$ cat config.mk
export PLATFORM = sky130hd
export DESIGN_NAME = sodor5_mem_arbiter
export DESIGN_NICKNAME = d
export VERILOG_FILES = /design/src/rtl/sodor5_mem_pkg.sv /design/src/rtl/sodor5_lat_timer.sv /design/src/rtl/sodor5_mem_arbiter.sv
export SDC_FILE = /design/constraint.sdc
export NUM_CORES = 1
export LEC_CHECK = 0
export CORE_AREA = 2 2 122 124
export DETAILED_ROUTE_END_ITERATION = 6
export DIE_AREA = 0 0 124 126
export PLACE_DENSITY = 0.81
export SYNTH_ARGS = -nofsm -noshare
export SYNTH_HDL_FRONTEND = slang
export SYNTH_HIERARCHICAL = 1
export SYNTH_SLANG_ARGS = --single-unit
$ cat constraint.sdc
create_clock -name clk -period 2.55 [get_ports clk]
set_input_delay 0.6375 -clock clk [delete_from_list [all_inputs] [get_ports clk]]
set_output_delay 0.6375 -clock clk [all_outputs]
set_load 0.005 [all_outputs]
$ cat src/rtl/sodor5_mem_pkg.sv
// Shared types and constants for the sodor5 unified-memory arbiter.
package sodor5_mem_pkg;

    localparam int unsigned ADDR_W = 32;
    localparam int unsigned DATA_W = 32;
    localparam int unsigned STAT_W = 16;
    localparam int unsigned LAT_W  = 4;

    typedef enum logic [1:0] {
        IDLE   = 2'd0,
        BUSY_I = 2'd1,
        BUSY_D = 2'd2
    } mem_arb_state_t;

    // Wrap-around increment for the statistics counters.
    function automatic logic [STAT_W-1:0] stat_inc(input logic [STAT_W-1:0] v);
        return v + STAT_W'(1);
    endfunction

endpackage

$ cat src/rtl/sodor5_lat_timer.sv
// Memory latency counter: load to 1 on issue, count up while busy, flag target.
module sodor5_lat_timer
    import sodor5_mem_pkg::*;
(
    input  logic             clk,
    input  logic             reset_n,
    input  logic             load,
    input  logic             inc,
    input  logic [LAT_W-1:0] target,
    output logic [LAT_W-1:0] cnt,
    output logic             done
);

    // Counter register; load has priority over increment.
    always_ff @(posedge clk or negedge reset_n) begin
        if (!reset_n) begin
            cnt <= '0;
        end else if (load) begin
            cnt <= LAT_W'(1);
        end else if (inc) begin
            cnt <= cnt + LAT_W'(1);
        end
    end

    assign done = (cnt == target);

endmodule

$ cat src/rtl/sodor5_mem_arbiter.sv
// Arbitrates one single-ported fixed-latency memory between fetch and data ports.
module sodor5_mem_arbiter #(
    parameter int unsigned ADDR_W     = sodor5_mem_pkg::ADDR_W,
    parameter int unsigned DATA_W     = sodor5_mem_pkg::DATA_W,
    parameter int unsigned MEM_LAT    = 2,
    parameter int unsigned STARVE_MAX = 4
) (
    input  logic                              clk,
    input  logic                              reset_n,

    input  logic                              imem_req_valid,
    input  logic [ADDR_W-1:0]                 imem_req_addr,
    output logic                              imem_req_ready,
    output logic                              imem_resp_valid,
    output logic [DATA_W-1:0]                 imem_resp_data,

    input  logic                              dmem_req_valid,
    input  logic [ADDR_W-1:0]                 dmem_req_addr,
    input  logic                              dmem_req_wen,
    input  logic [DATA_W-1:0]                 dmem_req_wdata,
    output logic                              dmem_req_ready,
    output logic                              dmem_resp_valid,
    output logic [DATA_W-1:0]                 dmem_resp_data,

    output logic                              mem_req_valid,
    output logic [ADDR_W-1:0]                 mem_req_addr,
    output logic                              mem_req_wen,
    output logic [DATA_W-1:0]                 mem_req_wdata,
    input  logic [DATA_W-1:0]                 mem_resp_data,

    output logic                              control_fetch_o,
    output logic [sodor5_mem_pkg::STAT_W-1:0] imem_grant_cnt,
    output logic [sodor5_mem_pkg::STAT_W-1:0] dmem_grant_cnt,
    output logic [sodor5_mem_pkg::STAT_W-1:0] conflict_cnt
);

    import sodor5_mem_pkg::*;

    localparam logic [LAT_W-1:0] LAT_TGT    = LAT_W'(MEM_LAT);
    localparam logic [LAT_W-1:0] STARVE_LIM = LAT_W'(STARVE_MAX);

    mem_arb_state_t    state_q;
    mem_arb_state_t    state_d;
    logic              grant_i;
    logic              grant_d;
    logic [LAT_W-1:0]  lat_cnt;
    logic              lat_done;
    logic [LAT_W-1:0]  starve_cnt;
    logic [STAT_W-1:0] imem_grant_q;
    logic [STAT_W-1:0] dmem_grant_q;
    logic [STAT_W-1:0] conflict_q;

    // Latency timer for the single outstanding transaction.
    sodor5_lat_timer u_lat_timer (
        .clk     (clk),
        .reset_n (reset_n),
        .load    (grant_i | grant_d),
        .inc     (state_q != IDLE),
        .target  (LAT_TGT),
        .cnt     (lat_cnt),
        .done    (lat_done)
    );

    // FSM state register.
    always_ff @(posedge clk or negedge reset_n) begin
        if (!reset_n) begin
            state_q <= IDLE;
        end else begin
            state_q <= state_d;
        end
    end

    // Arbitration, memory request steering, response pulses and next state.
    always_comb begin
        state_d         = state_q;
        grant_i         = 1'b0;
        grant_d         = 1'b0;
        imem_req_ready  = 1'b0;
        dmem_req_ready  = 1'b0;
        mem_req_valid   = 1'b0;
        mem_req_addr    = '0;
        mem_req_wen     = 1'b0;
        mem_req_wdata   = '0;
        imem_resp_valid = 1'b0;
        dmem_resp_valid = 1'b0;
        unique case (state_q)
            IDLE: begin
                // Data wins a tie unless fetch has waited the maximum run.
                if (imem_req_valid && (!dmem_req_valid || (starve_cnt == STARVE_LIM))) begin
                    grant_i        = 1'b1;
                    imem_req_ready = 1'b1;
                    mem_req_valid  = 1'b1;
                    mem_req_addr   = imem_req_addr;
                    state_d        = BUSY_I;
                end else if (dmem_req_valid) begin
                    grant_d        = 1'b1;
                    dmem_req_ready = 1'b1;
                    mem_req_valid  = 1'b1;
                    mem_req_addr   = dmem_req_addr;
                    mem_req_wen    = dmem_req_wen;
                    mem_req_wdata  = dmem_req_wdata;
                    state_d        = BUSY_D;
                end
            end
            BUSY_I: begin
                if (lat_done) begin
                    imem_resp_valid = 1'b1;
                    state_d         = IDLE;
                end
            end
            BUSY_D: begin
                if (lat_done) begin
                    dmem_resp_valid = 1'b1;
                    state_d         = IDLE;
                end
            end
            default: state_d = IDLE;
        endcase
    end

    assign imem_resp_data  = mem_resp_data;
    assign dmem_resp_data  = mem_resp_data;
    assign control_fetch_o = imem_resp_valid;

    // Starvation guard: count data grants taken while fetch was waiting.
    always_ff @(posedge clk or negedge reset_n) begin
        if (!reset_n) begin
            starve_cnt <= '0;
        end else if (grant_i) begin
            starve_cnt <= '0;
        end else if (grant_d) begin
            if (!imem_req_valid) begin
                starve_cnt <= '0;
            end else if (starve_cnt != STARVE_LIM) begin
                starve_cnt <= starve_cnt + LAT_W'(1);
            end
        end
    end

    // Wrap-around grant and conflict statistics.
    always_ff @(posedge clk or negedge reset_n) begin
        if (!reset_n) begin
            imem_grant_q <= '0;
            dmem_grant_q <= '0;
            conflict_q   <= '0;
        end else begin
            if (grant_i) begin
                imem_grant_q <= stat_inc(imem_grant_q);
            end
            if (grant_d) begin
                dmem_grant_q <= stat_inc(dmem_grant_q);
            end
            if ((state_q == IDLE) && imem_req_valid && dmem_req_valid) begin
                conflict_q <= stat_inc(conflict_q);
            end
        end
    end

    assign imem_grant_cnt = imem_grant_q;
    assign dmem_grant_cnt = dmem_grant_q;
    assign conflict_cnt   = conflict_q;

endmodule
Word level (Yosys, flattened, before mapping). Cells that the tools add are included.

Register bits: 58. Input bits: 133. Output and inout bits: 183. Memory bits (writable): 0. Bits in latches: 0. Memories kept: 0. Logic and storage cells: 61. ROM bits: 0.

Divide/modulo/power cells: 0. Order comparisons: 0. Bitwise logic cells: 1. Reduce and logical (&&, ||, !) cells: 12. Shifts and indexed selects: 0. Eq/ne operators: 8. Multiply operators: 0. Muxes and demuxes: 29. $add $sub $neg: 5.

Operator list (number): 2-to-1 mux 32 bit (6); adder 16 x 1 -> 16 bit, second input constant (3); 2-to-1 mux 4 bit (6); 2-to-1 mux 1 bit (13); adder 4 x 1 -> 4 bit, second input constant (2); 2-to-1 mux 2 bit (3); nonzero test 2 bit (3); equality test 4 x 2 -> 1 bit, second input constant (1); equality test 4 x 3 -> 1 bit, second input constant (1); inequality test 4 x 3 -> 1 bit, second input constant (1); case mux 2 bit (2 select lines) (1); AND reduction 2 bit (2); logical AND 1 bit (3); inequality test 3 x 1 -> 1 bit, second input constant (1); inequality test 3 bit, second input constant (1); equality test 2 x 1 -> 1 bit, second input constant (1); equality test 2 bit, second input constant (1); zero test 2 bit (1); inequality test 2 x 1 -> 1 bit, second input constant (1); OR reduction 2 bit (1); zero test 1 bit (1); logical OR 1 bit (1); bitwise OR 1 bit (1).

Longest topological paths before layout. Gate-level depths: netlist (run 1).

Depth after elaboration: 7. Gate-level depth with buffers: 8. Gate-level depth less buffers: 6.

Hierarchy. Netlist (run 1), hierarchy kept.

Modules (own cells, without submodules): sodor5_mem_arbiter (area each 3613.5 um^2, cells each 373, instances 1, seq. area each 1351.3 um^2); sodor5_lat_timer (area each 236.5 um^2, cells each 21, instances 1, seq. area each 100.1 um^2).

Worst setup path before layout (run 1). Ideal clock, no wire load.

Path type: flip-flop to output port. From: reg starve_cnt[0]. To: out mem_req_addr[10]. Data arrival time: 1.552 ns. Data required time: 1.913 ns. Stages on the path, launching flop included: 8. Buffers on the path: 2. Path slack: 0.361 ns. Cell sequence: dfrtp_1 inv_1 ha_1 nand4b_1 and3_1 buf_6 buf_6 a22o_1.

Cells in the longest elaborated chain, start to end: 5.

Ends and longest elaborated chain: start, declared (line sodor5_mem_arbiter.sv:48) `logic [LAT_W-1:0] starve_cnt;`; start signal, assigned (line sodor5_mem_arbiter.sv:135) `starve_cnt <= starve_cnt + LAT_W'(1);`; equality test 4 x 3 -> 1 bit (line sodor5_mem_arbiter.sv:89) `if (imem_req_valid && (!dmem_req_valid || (starve_cnt == STARVE_LIM))) begin`; logical OR 1 bit (line sodor5_mem_arbiter.sv:89); logical AND 1 bit (line sodor5_mem_arbiter.sv:89); 2-to-1 mux 32 bit (line sodor5_mem_arbiter.sv:89); 2-to-1 mux 32 bit (line sodor5_mem_arbiter.sv:86) `unique case (state_q)`; end, declared (line sodor5_mem_arbiter.sv:26) `output logic [ADDR_W-1:0] mem_req_addr,`.

Every way passes these cells.

Worst setup path in the final report (run 1).
From: reg starve_cnt[0]. To: out mem_req_addr[1].

The elaborated chain is that of the path after synthesis.

==> results.md, run 1 <==
- Status: complete, but fails checks
- Failing checks: negative setup slack
- Sequential area share after synthesis: 0.377
- Post-Route WL: 16200 um
- CTS sink cnt: 58
- Origin of the critical flop-to-flop path: starve_cnt[0]$_DFFE_PN0P_
- Initial core utilization: 0.269
- DR DRC count: 0
- Slew Limit Headroom: 0.587
- Top-area cell type share of the netlist area: 0.377
- Final Hold Viols: 0
- CTS tree: done
- P_leak: 3.19 nW
- Critical path class: flip-flop to output port
- Int Pwr: 3.81 mW
- Layout net count: 760
- Avg Synthesized Cell Area: 9.77 um^2
- Die W: 124 um
- Antenna-violating nets left: 0
- Layout cells sized above 1: 0.329
- Min cycle time layout: 2610 ps
- Setup violators final: 11
- Crit path capture type: output port
- Synth unique cells: 38
- CTS Root Cell: clkbuf_16
- Clock slew at reported path FFs: 50 ps
- Antenna cell count: 0
- Synthesized instance count: 394
- Final instance area: 6890 um^2
- Clock Skew: 8.58 ps
- PortBufs: 219
- Reg2reg setup slack: 610 ps
- #FFs+latches synth: 58
- CTS Buf Count: 9
- Clk_lat worst skew: 330 ps
- Synth area leader: dfrtp_1
- Clock share of power: 0.239
- Fin util: 0.482
- Ys Warns: 6
- Row count: 44
- Final worst path period share: 1.02
- Sequential share of power: 0.236
- Via count: 3637
- Peak VDD IR: 0.315 mV
- Fmax achieved: 383 MHz
- Largest net degree at the start of global routing: 28
- Final GP Congestion: 0.816
- Clock H-tree levels: 3
- Initial antenna violation count: 0
- Startpoint Class: flip-flop
- Core area: 14300 um^2
- Reg2Reg Depth: 11
- Die H: 126 um
- Pwr Density: 806 nW/um^2
- CP arrival: 1970 ps
- Post-DP HPWL: 12400 um
- Unrepaired setup endpoints after global routing: yes
- Full die area: 15600 um^2
- Worst Path Max Fanout: 6
- Initial DRC Count: 194
- Clk buf depth: 2
- GRT overflow: 0
- Synth top area cells: dfrtp_1 38%, buf_4 13%, a22o_1 7.3%
- Asr flop ratio synth: 1.00
- Fin. max-slew vios: 0
- Least-Margin Pin Slew: 620 ps
- Hold-fix buffers, CTS: 0
- Vias in the first global route: 3747
- Vias per std cell: 4.52
- Num ports: 316
- Ys flop type: dfrtp_1
- FF-to-FF End: imem_grant_cnt[1]$_DFFE_PN0P_
- Number of synthesized flops with an enable pin: 0
- Combinational share of power: 0.525
- HP Class: input port to asynchronous set/reset pin
- Crit path required time: 1910 ps
- Sw frac: 0.314
- DRT Pass-1 Iters: 4
- Worst setup margin: -59.6 ps
- Wire per inst: 20.2 um
- First-pass GRT wire length: 23300 um
- Synthesis-to-layout area growth: 79.1%
- Sw power: 1.74 mW
- Maxcap violations: 0
- Total track usage: 0.209
- Placed Area: 5980 um^2
- Synth Cell Area: 3850 um^2
==> layer usage <==
layer	global-route usage	vias up	part of all wire
met5	0	-	0
met1	0.265	1729	0.41
met2	0.320	172	0.47
met3	0.0861	17	0.096
li1	-	1719	-
met4	0.0694	0	0.024
==> synth_stat cells, drive strengths merged, types with 2 or more instances <==
cell type  count
nor2b          2
nand2         19
nor4           4
nand3b         2
ha             9
and2          37
and4           5
a21oi          3
nand4          9
a22o          32
buf           78
and3          11
nor2          12
o21ai          7
dfrtp         58
mux2           4
xnor2         32
nand3         18
nor3           4
clkbuf         2
inv           15
o22ai          2
conb           2
nand2b         3
xor2          18
==> critical path, cell delays in order, from the launching register on <==
cell and delay [ps]:
dfrtp_1 380, inv_2 80, ha_4 130, nand4b_1 110
and3_4 240, buf_12 160, buf_16 140, a22o_1 230
buf_6 140
==> flip-flops by register name (all words and copies together), names as in the netlist <==
signal	cells
imem_grant_cnt	16
dmem_grant_cnt	16
u_lat_timer/cnt	4
starve_cnt	4
state_q	2
conflict_cnt	16
==> cell type report <==
class                           count  area [um^2]
Tap cell                          184          230
Fill cell                        1323         7420
Inverter                           15         56.3
Timing Repair Buffer              291         2890
Sequential cell                    58         1450
Multi-Input combinational cell    243         1940
Clock buffer                       12          267
Clock inverter                      2         60.1
==> power by group through the flow <==
stage / combinational (mW) / sequential, mW / clock, mW
3_3_place_gp: 2.19 / 1.31 / 0
6_report: 2.92 / 1.31 / 1.33
5_1_grt: 3.12 / 1.34 / 1.39
4_1_cts: 2.85 / 1.31 / 1.35
2_1_floorplan: 0.953 / 1.30 / 0
3_5_place_dp: 2.24 / 1.32 / 0
==> cells in the final DEF (no fill, tap or decap), types with 3 or more instances in the layout <==
master / Yosys / routed
dlygate4sd2_1: 0 / 4
nand2_1: 18 / 18
and2_4: 0 / 26
and2_1: 37 / 11
nor2_1: 12 / 12
clkbuf_16: 0 / 9
nor4_1: 4 / 3
ha_1: 9 / 7
mux2_2: 3 / 3
buf_6: 5 / 44
clkbuf_8: 0 / 3
buf_16: 0 / 6
buf_4: 67 / 42
xnor2_1: 32 / 32
a22o_4: 0 / 8
nand4_1: 9 / 9
clkbuf_2: 0 / 5
xor2_1: 17 / 17
a22o_1: 32 / 24
and3_1: 10 / 9
buf_2: 6 / 30
clkdlybuf4s50_1: 0 / 145
buf_12: 0 / 9
nand3_1: 18 / 18
nor3_1: 4 / 4
o21ai_0: 7 / 7
dfrtp_1: 58 / 57
nand2b_1: 3 / 3
conb_1: 2 / 4
inv_1: 15 / 13
and4_1: 5 / 5
==> how the worst max path moves through the flow <==
| stage | from | end |
|---|---|---|
| 2_1_floorplan | starve_cnt[0]$_DFFE_PN0P_ | mem_req_addr[10] |
| 3_3_place_gp | imem_req_valid | mem_req_addr[31] |
| 6_report | starve_cnt[0]$_DFFE_PN0P_ | mem_req_addr[1] |
| 4_1_cts | starve_cnt[0]$_DFFE_PN0P_ | mem_req_addr[31] |
| 5_1_grt | starve_cnt[0]$_DFFE_PN0P_ | mem_req_addr[1] |
| 3_5_place_dp | imem_req_valid | mem_req_addr[31] |
==> repair_timing <==
action	CTS	global route
setup endpoints to repair	71	69
gates cloned	8	0
buffers inserted	24	9
resized for setup	311	51
pin swaps	46	16
==> metrics by stage <==
step / hold WS, ps / total power, mW / setup WS (ps) / std cells / setup TNS, ps
after detailed placement: 466 / 3.56 / -652 / 754 / -32630
after global placement: 461 / 3.50 / -654 / 754 / -32710
after global routing: 365 / 5.84 / -150 / 805 / -2890
after CTS: 337 / 5.51 / -209 / 800 / -4230
after floorplan: 342 / 2.25 / 361 / 396 / 0
final: 322 / 5.55 / -59.6 / 805 / -233
==> kinds of logic after synthesis <==
group | after synthesis | share of synthesized area
multiplexers | 5 | 0.0153
adder cells (fa/ha/maj) | 9 | 0.0292
AO/OA/AOI/OAI | 47 | 0.100
XOR/XNOR | 50 | 0.116
flip-flops | 58 | 0.377
other | 2 | 0.00195
AND/OR/NAND/NOR | 128 | 0.191
buffers and inverters | 95 | 0.170
(Power assumes the default switching activity.)
==> run 2, diff against run 1 <==
SYNTH_HIERARCHICAL = not set   (was 1)
==> run 2 against run 1 <==
The flow still finishes with violations (negative setup slack). Global-route usage fell by 0.50 points. Worst setup slack got worse by 150 ps. Register-to-register slack got worse by 240 ps. Clock-buffer cell count rose by 2. Cell count rose by 0.99%. Synthesized cell count fell by 0.76%. Critical path type unchanged. Critical endpoint is now mem_req_addr[27].
==> results.md, run 2 <==
- Status: complete, but fails checks
- Failing checks: negative setup slack
- Row count: 44
- XOR/XNOR Fraction of Synth Area: 0.104
- Synth top area cells: dfrtp_1 37%, buf_4 13%, xnor2_1 7.7%
- Num ports: 316
- Synth area leader: dfrtp_1
- Post-synthesis compound-gate area fraction: 0.103
- CTS Buf Count: 9
- Antenna-violating nets left: 0
- PortBufs: 219
- Worst setup margin: -214 ps
- Pwr Density: 857 nW/um^2
- Largest net degree at the start of global routing: 34
- Layout cells sized above 1: 0.321
- Asr flop ratio synth: 1.00
- Clk buf depth: 2
- Final instance area: 6730 um^2
- Top-area cell type share of the netlist area: 0.375
- Startpoint Class: flip-flop
- Crit path capture type: output port
- Post-Synth Adder-Cell Area: 0.0323
- Clock H-tree levels: 3
- Min cycle time layout: 2760 ps
- Clk_lat worst skew: 320 ps
- Final Hold Viols: 0
- Initial core utilization: 0.270
- Via count: 3720
- Initial antenna violation count: 1
- Antenna cell count: 0
- Syn_nets: 534
- Least-Margin Pin Slew: 418 ps
- Hold-fix buffers, CTS: 0
- Post-synthesis mux area share: 0.0152
- Hold WS: 157 ps
- Most common cell after layout, fill and taps aside: clkdlybuf4s50_1
- Fin util: 0.470
- Number of synthesized flops with an enable pin: 0
- Avg Synthesized Cell Area: 9.90 um^2
- Most frequent cell after synthesis: buf_4
- DR DRC count: 0
- CTS Root Cell: clkbuf_16
- Die H: 126 um
- Tot Pwr: 5.76 mW
- Crit path required time: 1910 ps
- Reg2reg setup slack: 370 ps
- Vias per std cell: 4.58
- Slew Limit Headroom: 0.719
- Ys flop type: dfrtp_1
- Unrepaired setup endpoints after global routing: yes
- Synthesized instance count: 391
- CTS sink cnt: 58
- Layout net count: 767
- P_leak: 3.13 nW
- Post-Route WL: 16000 um
- Peak VDD IR: 0.377 mV
- CTS tree: done
- Sequential area share after synthesis: 0.375
- Simple-Gate Fraction of Synth Area: 0.205
- Maxcap violations: 0
- Final worst path period share: 1.08
- Final GP Congestion: 0.928
- Initial DRC Count: 181
- Fmax achieved: 362 MHz
- Total track usage: 0.204
- Synth unique cells: 37
- Fillers: 1352
- Placed Area: 6010 um^2
- Critical path class: flip-flop to output port
- Synth Cell Area: 3870 um^2
- Largest family of logic cells by synthesized area: simple AND/OR/NAND/NOR gates
- GRT overflow: 0
- CP arrival: 2130 ps
- Core area: 14300 um^2
- Post-DP HPWL: 12300 um
- Die W: 124 um
- Commonest cells after routing, fill and taps aside: 146 x clkdlybuf4s50_1, 57 x dfrtp_1, 53 x buf_6
- Full die area: 15600 um^2
- Worst Path Max Fanout: 5
- First-pass GRT wire length: 23000 um
- Commonest cells in the netlist: 69 x buf_4, 58 x dfrtp_1, 35 x and2_1, 34 x xnor2_1, 32 x a22o_1
- HP Class: input port to asynchronous set/reset pin
- Fin. max-slew vios: 0
- #FFs+latches synth: 58
- Synthesis-to-layout area growth: 73.7%
- Ys Warns: 0
- Vias in the first global route: 3809
- DRT Pass-1 Iters: 5
- Wire per inst: 19.7 um
- Clock Skew: 7.13 ps
- Setup violators final: 53
- Clock slew at reported path FFs: 50 ps
==> run 2: changes by cell type after synthesis, moves of 3 or more <==
cell,delta
xor2_1,-5
nor4_1,-4
inv_1,-3
nand3_1,+4
nand2_1,+4
nand2b_1,-3
nor2_1,-5
==> run 2: logic make-up after synthesis <==
| group | count (synthesis) |
|---|---|
| fa+ha+maj | 10 |
| mux | 5 |
| flops | 58 |
| xor+xnor | 46 |
| simple gates | 128 |
| buf+inv | 94 |
| compound gates | 50 |
==> run 2: metal layers <==
layer	global-route usage	vias up	wire, um
met5	0	-	13
met4	0.0753	2	530
met3	0.0761	28	1400
met2	0.341	195	7840
met1	0.236	1748	6250
li1	-	1747	-
==> run 2: final timing paths <==
| check | cells past startpoint | start | to |
|---|---|---|---|
| max in group asynchronous | 2 | reset_n | imem_grant_cnt[10]$_DFFE_PN0P_ |
| worst max register to register | 11 | starve_cnt[0]$_DFFE_PN0P_ | dmem_grant_cnt[1]$_DFFE_PN0P_ |
| worst min-delay path | 1 | reset_n | conflict_cnt[6]$_DFFE_PN0P_ |
| worst min register to register | 1 | imem_grant_cnt[15]$_DFFE_PN0P_ | imem_grant_cnt[15]$_DFFE_PN0P_ |
| worst max-delay path | 10 | starve_cnt[0]$_DFFE_PN0P_ | mem_req_addr[27] |
| min in group clk | 1 | imem_grant_cnt[15]$_DFFE_PN0P_ | imem_grant_cnt[15]$_DFFE_PN0P_ |
==> run 2: timing repair <==
action                                 in CTS  in global routing
endpoints found under the hold margin       0                  0
setup endpoints to repair                  71                 63
buffers inserted                           32                 17
cloned                                      7                  0
pin swaps                                  31                 26
gates resized for setup                   244                 86
==> run 2: worst max-delay path, cell delays in order (launching register included) <==
cell      delay [ps]
dfrtp_1          380
inv_2            100
ha_4             160
nand4b_1         140
buf_4            170
and3_4           180
buf_6            130
buf_6            110
buf_6            110
a22o_1           190
buf_2            120
==> run 2: stage by stage <==
stage                     setup slack, ps  instances  TNS, ps
final                                -214        813    -5440
after global routing                 -306        813    -9650
after CTS                            -178        801    -2660
after detailed placement             -644        750   -38030
after global placement               -610        750   -36840
after floorplan                       347        391        0
==> run 2: area by class of cell <==
| class | count | area [um^2] | area share |
|---|---|---|---|
| tap | 184 | 230 | 0.0342 |
| sequential | 58 | 1450 | 0.216 |
| inverter | 12 | 45.0 | 0.00670 |
| multi-input combinational | 241 | 1900 | 0.283 |
| timing repair buffer | 302 | 2800 | 0.416 |
| clock buffer | 14 | 264 | 0.0393 |
| clock inverter | 2 | 35.0 | 0.00521 |
==> run 2: power by group <==
part,switching [mW],internal (mW),total [mW],leakage [nW]
logic,1.27,1.91,3.18,2.21
registers,0.260,1.12,1.38,0.769
clock network,0.401,0.808,1.21,0.147
==> run 3, diff against run 2 <==
CORE_AREA = 2 2 124 126   (was 2 2 122 124)
CTS_BUF_LIST = sky130_fd_sc_hd__clkbuf_8   (was not set)
DIE_AREA = 0 0 126 128   (was 0 0 124 126)
PLACE_DENSITY = 0.79   (was 0.81)
==> run 3 against run 2 <==
The run still ends with negative setup slack left. Largest power group unchanged. Largest cell class unchanged. Routed wire length is 8.6% lower. Clock skew up 2.8 ps. Final area fell by 0.41%. Flip-flop and latch count stayed put. First-iteration DRC count is 21% lower.
==> results.md, run 3 (synthesis gave the netlist of run 2 again) <==
- Antenna-violating nets left: 0
- Slew Limit Headroom: 0.531
- Final Hold Viols: 0
- First-pass GRT wire length: 21700 um
- Multi-input gate area: 1910 um^2
- Layout net count: 746
- Crit-path slowest cell: dfrtp_1
- Min cycle time layout: 2700 ps
- DRT Pass-1 Iters: 4
- Total track usage: 0.179
- Setup violators final: 34
- Final GP Congestion: 0.801
- Unrepaired setup endpoints after global routing: yes
- P_leak: 3.06 nW
- Row count: 45
- Wire per inst: 18.4 um
- Clock Skew: 9.89 ps
- Clk buf depth: 2
- Final instance area: 6700 um^2
- CP Cell Sequence: inv_2 > ha_4 > nand4b_1 > and3_4 > buf_12 > buf_8 > buf_6 > a22o_1 > buf_2
- Critical path class: flip-flop to output port
- Via count: 3636
- Status: complete, but fails checks
- HP Class: input port to asynchronous set/reset pin
- Placed Area: 5960 um^2
- Fin util: 0.451
- Num ports: 316
- Fin. max-slew vios: 0
- Maxcap violations: 0
- Antenna cell count: 0
- CP arrival: 2070 ps
- Tot Pwr: 5.42 mW
- DR DRC count: 0
- CP Launch Point: starve_cnt[0]$_DFFE_PN0P_
- CTS sink cnt: 58
- Hold-fix buffers, CTS: 0
- Clock H-tree levels: 3
- Pwr Density: 809 nW/um^2
- Peak VDD IR: 0.273 mV
- Core area: 14900 um^2
- Startpoint Class: flip-flop
- CTS Root Cell: clkbuf_8
- Failing checks: negative setup slack
- CTS tree: done
- Slowest stage delay, CP: 400 ps
- Commonest cells after routing, fill and taps aside: 146 x clkdlybuf4s50_1, 58 x dfrtp_1, 47 x buf_6
- Reg2Reg Depth: 11
- Most common cell after layout, fill and taps aside: clkdlybuf4s50_1
- Crit path capture type: output port
- Die W: 126 um
- Origin of the critical flop-to-flop path: starve_cnt[0]$_DFFE_PN0P_
- Initial antenna violation count: 0
- Clock slew at reported path FFs: 70 ps
- Worst setup margin: -153 ps
- Post-Route WL: 14700 um
- Full die area: 16100 um^2
- Initial DRC Count: 143
- Layout cells sized above 1: 0.327
- PortBufs: 219
- Fillers: 1437
- Least-Margin Pin Slew: 703 ps
- Post-DP HPWL: 11200 um
- Die H: 128 um
- Total negative slack: -2510 ps
- Final worst path period share: 1.06
- Vias per std cell: 4.57
- GRT overflow: 0
- Fmax achieved: 370 MHz
- Worst Path Max Fanout: 7
- Largest net degree at the start of global routing: 33
- Initial core utilization: 0.260
- Reg2reg setup slack: 540 ps
- CTS Buf Count: 9
- Synthesis-to-layout area growth: 73.0%
- Hold WS: 338 ps
- Register area: 1450 um^2
- Crit path required time: 1910 ps
- Clk_lat worst skew: 340 ps
- Vias in the first global route: 3744
==> run 3: layout make-up <==
cell class / count / area share
multi-input cells: 239 / 0.285
flip-flops and latches: 58 / 0.217
inverters: 12 / 0.00673
repair buffers: 283 / 0.424
clock inverters: 7 / 0.0140
clock buffers: 9 / 0.0185
well taps: 188 / 0.0351
==> run 3: routing by layer <==
metal	routed length, um	vias to the layer above	part of all wire	global-route usage
li1	-	1701	-	-
met1	5300	1728	0.36	0.195
met2	7520	177	0.51	0.308
met3	1160	30	0.079	0.0580
met4	690	0	0.047	0.0989
met5	0	-	0	0
==> run 3: path summary, 6_finish.rpt <==
kind,endpoint
setup / recovery,mem_req_addr[14]
hold / removal,conflict_cnt[5]$_DFFE_PN0P_
setup reg to reg,imem_grant_cnt[1]$_DFFE_PN0P_
hold reg to reg,dmem_grant_cnt[15]$_DFFE_PN0P_
max in group asynchronous,imem_grant_cnt[0]$_DFFE_PN0P_
min in group clk,dmem_grant_cnt[15]$_DFFE_PN0P_
==> run 3: critical path, delay by kind of cell (launching register included) <==
family	cells	cell delay (ps)
flip-flops	1	400
AO/OA/AOI/OAI	1	200
adder cells (fa/ha/maj)	1	150
buffers and inverters	5	610
AND/OR/NAND/NOR	2	380
==> run 3: what timing repair did <==
| item | in CTS | in global routing |
|---|---|---|
| gates cloned | 9 | 0 |
| pin swaps | 44 | 27 |
| buffers inserted | 29 | 2 |
| gates resized for setup | 340 | 41 |
| endpoints found under the setup margin | 71 | 68 |
==> run 3: per-stage QoR <==
| stage | setup slack, ps | std cells |
|---|---|---|
| 6_report | -153 | 796 |
| 5_1_grt | -245 | 796 |
| 4_1_cts | -167 | 797 |
| 3_5_place_dp | -562 | 744 |
| 3_3_place_gp | -535 | 744 |
| 2_1_floorplan | 347 | 391 |
==> run 3: power by group <==
part,switching [mW],internal (mW),total [mW]
sequential,0.254,1.11,1.37
clock,0.382,0.547,0.929
combinational,1.17,1.95,3.12
